$ cat config.mk
export PLATFORM = sky130hd
export DESIGN_NAME = imem_fetch_ctrl
export DESIGN_NICKNAME = d
export VERILOG_FILES = /design/src/rtl/imem_pkg.sv /design/src/rtl/fetch_fifo.sv /design/src/rtl/imem_fetch_ctrl.sv
export SDC_FILE = /design/constraint.sdc
export NUM_CORES = 1
export LEC_CHECK = 0
export ABC_AREA = 1
export CORE_MARGIN = 4
export CORE_UTILIZATION = 57
export DETAILED_ROUTE_END_ITERATION = 12
export MAX_ROUTING_LAYER = met4
export PLACE_DENSITY = 0.82
export SYNTH_ARGS = -nofsm -noshare
export SYNTH_HDL_FRONTEND = slang
export SYNTH_SLANG_ARGS = --single-unit
export TNS_END_PERCENT = 100
$ cat constraint.sdc
create_clock -name clk -period 4.1 [get_ports clk]
set_input_delay 1.23 -clock clk [delete_from_list [all_inputs] [get_ports clk]]
set_output_delay 1.23 -clock clk [all_outputs]
set_load 0.03 [all_outputs]
$ cat src/rtl/imem_pkg.sv
// Shared constants and FSM encoding for the instruction-fetch controller.
package imem_pkg;

  localparam int WORD      = 32;
  localparam int BYTE      = 8;
  localparam int MEM_BYTES = 168;
  localparam int RESET_PC  = 0;

  typedef enum logic [1:0] {
    IDLE  = 2'd0,
    REQ   = 2'd1,
    DRAIN = 2'd2,
    FAULT = 2'd3
  } state_e;

endpackage

$ cat src/rtl/fetch_fifo.sv
// Small prefetch buffer: DEPTH entries of {pc, instr}, head visible
// combinationally, flush empties it in one cycle.
module fetch_fifo #(
  parameter int WIDTH = 64,
  parameter int DEPTH = 2,
  parameter int CW    = $clog2(DEPTH + 1)
) (
  input  logic             clk,
  input  logic             rst_n,
  input  logic             push,
  input  logic [WIDTH-1:0] push_data,
  input  logic             pop,
  input  logic             flush,
  output logic [WIDTH-1:0] head,
  output logic [CW-1:0]    count
);

  localparam int PW = (DEPTH > 1) ? $clog2(DEPTH) : 1;

  logic [WIDTH-1:0] mem_q [DEPTH];
  logic [PW-1:0]    rd_ptr_q, rd_ptr_d;
  logic [PW-1:0]    wr_ptr_q, wr_ptr_d;
  logic [CW-1:0]    count_q, count_d;
  logic             do_push, do_pop, wr_en;

  function automatic logic [PW-1:0] ptr_inc(input logic [PW-1:0] p);
    if (p == PW'(DEPTH - 1)) return '0;
    return p + PW'(1);
  endfunction

  // Next pointer/count; flush wins over any push or pop in the same cycle.
  always_comb begin
    do_pop   = pop && (count_q != '0);
    do_push  = push && (count_q != CW'(DEPTH));
    wr_en    = do_push && !flush;
    rd_ptr_d = rd_ptr_q;
    wr_ptr_d = wr_ptr_q;
    count_d  = count_q;
    if (flush) begin
      rd_ptr_d = '0;
      wr_ptr_d = '0;
      count_d  = '0;
    end else begin
      if (do_push) wr_ptr_d = ptr_inc(wr_ptr_q);
      if (do_pop)  rd_ptr_d = ptr_inc(rd_ptr_q);
      case ({do_push, do_pop})
        2'b10:   count_d = count_q + CW'(1);
        2'b01:   count_d = count_q - CW'(1);
        default: count_d = count_q;
      endcase
    end
  end

  // Buffer state and storage; storage is cleared so the head reads zero after reset.
  always_ff @(posedge clk or negedge rst_n) begin
    if (!rst_n) begin
      rd_ptr_q <= '0;
      wr_ptr_q <= '0;
      count_q  <= '0;
      for (int i = 0; i < DEPTH; i++) mem_q[i] <= '0;
    end else begin
      rd_ptr_q <= rd_ptr_d;
      wr_ptr_q <= wr_ptr_d;
      count_q  <= count_d;
      if (wr_en) mem_q[wr_ptr_q] <= push_data;
    end
  end

  assign head  = mem_q[rd_ptr_q];
  assign count = count_q;

endmodule

$ cat src/rtl/imem_fetch_ctrl.sv
// Instruction fetch controller: sequential prefetch into a small buffer,
// one outstanding memory read, redirect flush, and fault on a bad fetch address.
module imem_fetch_ctrl #(
  parameter int WORD      = imem_pkg::WORD,
  parameter int MEM_BYTES = imem_pkg::MEM_BYTES,
  parameter int DEPTH     = 2,
  parameter int RESET_PC  = imem_pkg::RESET_PC
) (
  input  logic            clk,
  input  logic            rst_n,
  output logic            mem_req,
  output logic [WORD-1:0] mem_addr,
  input  logic            mem_ack,
  input  logic [WORD-1:0] mem_rdata,
  output logic            if_valid,
  output logic [WORD-1:0] if_instr,
  output logic [WORD-1:0] if_pc,
  input  logic            if_ready,
  input  logic            redirect,
  input  logic [WORD-1:0] redirect_pc,
  output logic            fault
);

  import imem_pkg::*;

  localparam int              STEP    = WORD / BYTE;
  localparam int              CW      = $clog2(DEPTH + 1);
  localparam logic [WORD-1:0] LAST_PC = WORD'(MEM_BYTES - STEP);

  state_e            state_q, state_d;
  logic [WORD-1:0]   fetch_pc_q, fetch_pc_d;
  logic              mem_req_q, mem_req_d;
  logic [WORD-1:0]   mem_addr_q, mem_addr_d;
  logic              fault_q, fault_d;

  logic              push, pop, pc_legal;
  logic [CW-1:0]     count;
  logic [2*WORD-1:0] head;

  assign pc_legal = (fetch_pc_q[1:0] == 2'b00) && (fetch_pc_q <= LAST_PC);
  assign pop      = if_valid && if_ready;

  fetch_fifo #(
    .WIDTH (2 * WORD),
    .DEPTH (DEPTH),
    .CW    (CW)
  ) u_fifo (
    .clk       (clk),
    .rst_n     (rst_n),
    .push      (push),
    .push_data ({fetch_pc_q, mem_rdata}),
    .pop       (pop),
    .flush     (redirect),
    .head      (head),
    .count     (count)
  );

  // Next-state logic; redirect overrides pop and ack, and a request already
  // on the bus must still be completed (DRAIN) before a new one may start.
  always_comb begin
    state_d    = state_q;
    fetch_pc_d = fetch_pc_q;
    mem_req_d  = mem_req_q;
    mem_addr_d = mem_addr_q;
    fault_d    = fault_q;
    push       = 1'b0;
    if (redirect) begin
      fetch_pc_d = redirect_pc;
      fault_d    = 1'b0;
      case (state_q)
        REQ, DRAIN: begin
          if (mem_ack) begin
            state_d   = IDLE;
            mem_req_d = 1'b0;
          end else begin
            state_d = DRAIN;
          end
        end
        default: begin
          state_d   = IDLE;
          mem_req_d = 1'b0;
        end
      endcase
    end else begin
      case (state_q)
        IDLE: begin
          if (!pc_legal) begin
            state_d = FAULT;
            fault_d = 1'b1;
          end else if (count < CW'(DEPTH)) begin
            state_d    = REQ;
            mem_req_d  = 1'b1;
            mem_addr_d = fetch_pc_q;
          end
        end
        REQ: begin
          if (mem_ack) begin
            push       = 1'b1;
            fetch_pc_d = fetch_pc_q + WORD'(STEP);
            state_d    = IDLE;
            mem_req_d  = 1'b0;
          end
        end
        DRAIN: begin
          if (mem_ack) begin
            state_d   = IDLE;
            mem_req_d = 1'b0;
          end
        end
        default: begin
          state_d = FAULT;
          fault_d = 1'b1;
        end
      endcase
    end
  end

  // FSM state and registered bus/fault outputs.
  always_ff @(posedge clk or negedge rst_n) begin
    if (!rst_n) begin
      state_q    <= IDLE;
      fetch_pc_q <= WORD'(RESET_PC);
      mem_req_q  <= 1'b0;
      mem_addr_q <= '0;
      fault_q    <= 1'b0;
    end else begin
      state_q    <= state_d;
      fetch_pc_q <= fetch_pc_d;
      mem_req_q  <= mem_req_d;
      mem_addr_q <= mem_addr_d;
      fault_q    <= fault_d;
    end
  end

  assign mem_req  = mem_req_q;
  assign mem_addr = mem_addr_q;
  assign fault    = fault_q;
  assign if_valid = (count != '0);
  assign if_pc    = head[2*WORD-1:WORD];
  assign if_instr = head[WORD-1:0];

endmodule

==> out/results.txt <==
The run gives 7832 as the vias after detailed routing. Setup repair after global routing left no endpoint under its margin. The signal on the critical path passes through buf_12 -> nand2_1 -> o21ai_0 -> clkdlybuf4s50_1. The first detailed-routing pass took 5 iterations. The final layout contains routed wiring with a total length of 22700 µm.

In this run the post-CTS setup repair buffer count came out at 0. When the netlist entered floorplanning its net count stood at 1195. The maximum clock insertion buffer count was 2. The type of the most critical hold path is register to register. The run finished with clean final reports. Based on the critical path, the design can be clocked at up to 269 MHz. The critical path required time is 2.87 ns. Standard cell with the maximum stage delay on the critical path: sky130_fd_sc_hd__dfrtp_4. The run gives 7443 as the number of global-route vias before repair.

In this run the mean area of a mapped cell was 8.42 µm². Setup violations remaining at the end of the flow were counted as 0. Vertical extent of the die: 137 µm.

The post-route DRC violation count was 0. The mapped netlist covers 9440 µm². At the pin with the least slew margin, the transition time is 0.869 ns.

Summed over all layers, the global routing overflow is 0. The maximum cell stage delay along the critical path works out to 0.89 ns. The tools report the count of unique library cells instantiated by Yosys as 34. The top flip-flop cell by instance count after synthesis was sky130_fd_sc_hd__dfrtp_1.

STA classifies the critical path endpoint as a primary output. The region available for standard cell placement spans 16100 µm². Summed over all nets, the half-perimeter wirelength after detailed placement is 16100 µm.

The number of H-tree levels is 4, and the fraction of met3 tracks used by global routing is 0.0518. The worst-case IR drop observed on VDD is 0.324 mV. Largest net degree at the start of global routing: 129.

Counting every instance in the synthesized netlist gives 1121. The CTS sink count is 200. The critical path contains buffers and inverters numbering 2 combined.

The die is 137 µm wide. The post-route clock period utilization works out to 0.906. The number of primary I/O pins came out at 168. The clock latency reported for the late side of the worst-skew pair is 0.44 ns, and the filler cell count in the final layout is 1184.

At the end of routability-driven placement, the weighted congestion stood at 0.912. The worst setup path is of the register to primary output kind. The worst register-to-register path has a setup slack of 1.98 ns.

The post-detailed-route wirelength per cell came out at 15.2 µm. The run gives 0 as the count of maximum capacitance violations. The cell area power density works out to 600 nW/µm². Most used routing layer in global routing: met2. The most common cell in the synthesized netlist is sky130_fd_sc_hd__nand2_1. The tree is rooted in a sky130_fd_sc_hd__clkbuf_16. TritonCTS built the clock tree. The number of resized instances in the post-cts repair step is 0, and the number of flip-flops and latches in the synthesized netlist is 200.

Fraction of layout cells with a size suffix above 1: 0.0446. In this run the most critical hold path is launched from mem_addr[12]$_DFFE_PN0P_. The logs give 0.530 for the sequential-to-total area share from yosys stat and 1339 for the number of nets at the end of the flow. The run gives 0 as the final max-slew violation count. The share of flip-flops with an asynchronous set or reset after synthesis is 1.00. The tools report the endpoint of the lowest-slack register-to-register path as u_fifo.mem_q[9]$_DFFE_PN0P_. The run gives 2.48 ns as the data arrival time of the critical path. Full die area: 18700 µm².

The logs give 0 for the number of nets with antenna violations after detailed routing and 0 ns for the final setup TNS. Largest area contributor in the synthesized netlist: sky130_fd_sc_hd__dfrtp_1. After detailed routing, the number of vias per cell comes to 5.25.

The number of flops mapped to enable cells by yosys came out at 0. The number of antenna violations at the first check in global routing came out at 0. The run gives 5.56 nW as the leakage power. Summing internal, switching and leakage power gives 0.00710 W.

Before CTS, the worst setup slack after placement is 0.811 ns. The tools report the number of placement rows as 46. After clock tree synthesis, the flow added hold-fix buffers numbering 0. The area share of the largest cell type after synthesis works out to 0.530. The area growth from synthesis to layout is 25.3%. The met2 demand-to-capacity share in global routing was 0.405. The worst-path maximum fanout works out to 81. Length in cells of the worst reg-to-reg path: 8. The tools report the global-route wire length before repair as 37100 µm. In this run, CTS created clock tree buffers numbering 17. The tightest slew margin relative to the limit was 0.420. Summing all multi-input logic gate instances after layout gives 3610 µm².

For the fraction of met1 tracks used by global routing, the log shows 0.354. The nature of the critical path startpoint is a register. The number of instances on the worst hold path came out at 2. Across the routed clock network, the largest skew measured is 0.0107 ns.

The tools report the end of the worst hold path as mem_addr[12]$_DFFE_PN0P_. The total global-route track usage is 0.260. Buffers placed on the I/O ports in this run total 167. The kind of cell with the highest combined delay along the critical path is buffers and inverters. For this run, the number of Yosys warnings is 0. The run gives 5010 µm² as the area of all sequential standard cells. After synthesis, the cell types taking the most area are sky130_fd_sc_hd__dfrtp_1 (53%), sky130_fd_sc_hd__nand2_1 (14%), sky130_fd_sc_hd__o21ai_0 (8.2%).

The logs give 0.588 for the starting utilization of the core area and 0 for the final number of hold-violating endpoints. In the synthesized netlist, the cells that appear most often are sky130_fd_sc_hd__nand2_1 (343), sky130_fd_sc_hd__dfrtp_1 (200), sky130_fd_sc_hd__o21ai_0 (154). The clock-pin transition on the worst setup and hold timing paths came out at 0.07 ns. The worst path needs 3.71 ns of the cycle, external delays included. In this run, the number of DRC markers left after iteration 0 of detailed routing was 669. The startpoint identified for the worst register-to-register timing path is state_q[1]$_DFFE_PN0P_. 0 antenna diodes ended up in the layout. Setup slack on the critical path of the routed design comes to 0.385 ns.
[through the flow]
stage	instance area, µm²	utilization	instances	hold WS (ns)
6_report	11800	0.736	1493	0.467
5_1_grt	11800	0.736	1493	0.490
4_1_cts	11800	0.736	1493	0.470
3_5_place_dp	11300	0.701	1462	0.451
3_3_place_gp	11300	0.701	1462	0.448
2_1_floorplan	9440	-	1121	0.453
[cell usage in the layout, fill, tap and decap left out, types with 2 or more instances in the layout]
cell type,n
sky130_fd_sc_hd__nand2_1,343
sky130_fd_sc_hd__dfrtp_1,199
sky130_fd_sc_hd__clkdlybuf4s50_1,166
sky130_fd_sc_hd__o21ai_0,154
sky130_fd_sc_hd__inv_1,140
sky130_fd_sc_hd__nor2_1,60
sky130_fd_sc_hd__mux2_1,38
sky130_fd_sc_hd__nand3_1,37
sky130_fd_sc_hd__o21a_1,26
sky130_fd_sc_hd__clkbuf_16,17
sky130_fd_sc_hd__nand4_1,8
sky130_fd_sc_hd__xor2_1,8
sky130_fd_sc_hd__a21oi_1,7
sky130_fd_sc_hd__o211ai_1,6
sky130_fd_sc_hd__buf_4,6
sky130_fd_sc_hd__buf_12,6
sky130_fd_sc_hd__nor3_1,5
sky130_fd_sc_hd__ha_1,5
sky130_fd_sc_hd__inv_6,5
sky130_fd_sc_hd__nor2_4,4
sky130_fd_sc_hd__nand3b_1,4
sky130_fd_sc_hd__clkinv_4,4
sky130_fd_sc_hd__o21ai_1,3
sky130_fd_sc_hd__nor2_2,3
sky130_fd_sc_hd__o221ai_1,3
sky130_fd_sc_hd__inv_8,3
sky130_fd_sc_hd__nor3_2,2
sky130_fd_sc_hd__xnor2_1,2
sky130_fd_sc_hd__o22ai_1,2
sky130_fd_sc_hd__o21bai_1,2
sky130_fd_sc_hd__clkbuf_8,2
[final cells by class]
type / instances / share of cell area
clock buffer: 18 / 0.0371
clock inverter: 13 / 0.0109
inverter: 141 / 0.0448
multi-input combinational: 726 / 0.305
sequential: 200 / 0.424
tap: 216 / 0.0229
timing repair buffer: 179 / 0.156
[registers in the layout (all words and copies together) (netlist names)]
signal and count:
u_fifo.mem_q 128, u_fifo.wr_ptr_q 1, mem_addr 32, fetch_pc_q 32, u_fifo.count 2, fault 1
state_q 2, mem_req 1, u_fifo.rd_ptr_q 1
[power by group]
group	total [W]	internal, W	switching, W
registers	0.00286	0.00254	0.000329
clock network	0.00161	0.000821	0.000794
logic	0.00262	0.00104	0.00158
total	0.00710	0.00439	0.00270
[worst max path at each step]
stage,to,cells after the start,startpoint
floorplan,if_pc[25],3,u_fifo.rd_ptr_q$_DFFE_PN0P_
global placement,if_instr[12],4,u_fifo.rd_ptr_q$_DFFE_PN0P_
detailed placement,if_pc[3],4,u_fifo.rd_ptr_q$_DFFE_PN0P_
CTS,if_pc[3],4,u_fifo.rd_ptr_q$_DFFE_PN0P_
global route,if_pc[2],4,u_fifo.rd_ptr_q$_DFFE_PN0P_
finish,if_pc[3],4,u_fifo.rd_ptr_q$_DFFE_PN0P_
[worst min-delay path, delay by kind of cell, from the launching register on]
| family | cells | cell delay (ns) |
|---|---|---|
| flops | 1 | 0.35 |
| buf+inv | 1 | 0.04 |
| simple gates | 1 | 0.05 |
[cell families (layout without fill, tap and decap cells)]
kind of cell / count (synthesis) / in the layout / synth area share
adder cells (fa/ha/maj): 5 / 5 / 0.00663
multiplexers: 38 / 38 / 0.0454
XOR/XNOR: 10 / 10 / 0.00928
flip-flops: 200 / 200 / 0.530
buffers and inverters: 195 / 351 / 0.0878
AND/OR/NAND/NOR: 468 / 468 / 0.201
AO/OA/AOI/OAI: 205 / 205 / 0.120
[metal layers]
metal	routed length, µm	vias up
met2	10700	295
met5	0	-
met1	9900	3672
li1	-	3831
met3	1700	34
met4	385	0
Power figures use the tool's default switching activity.
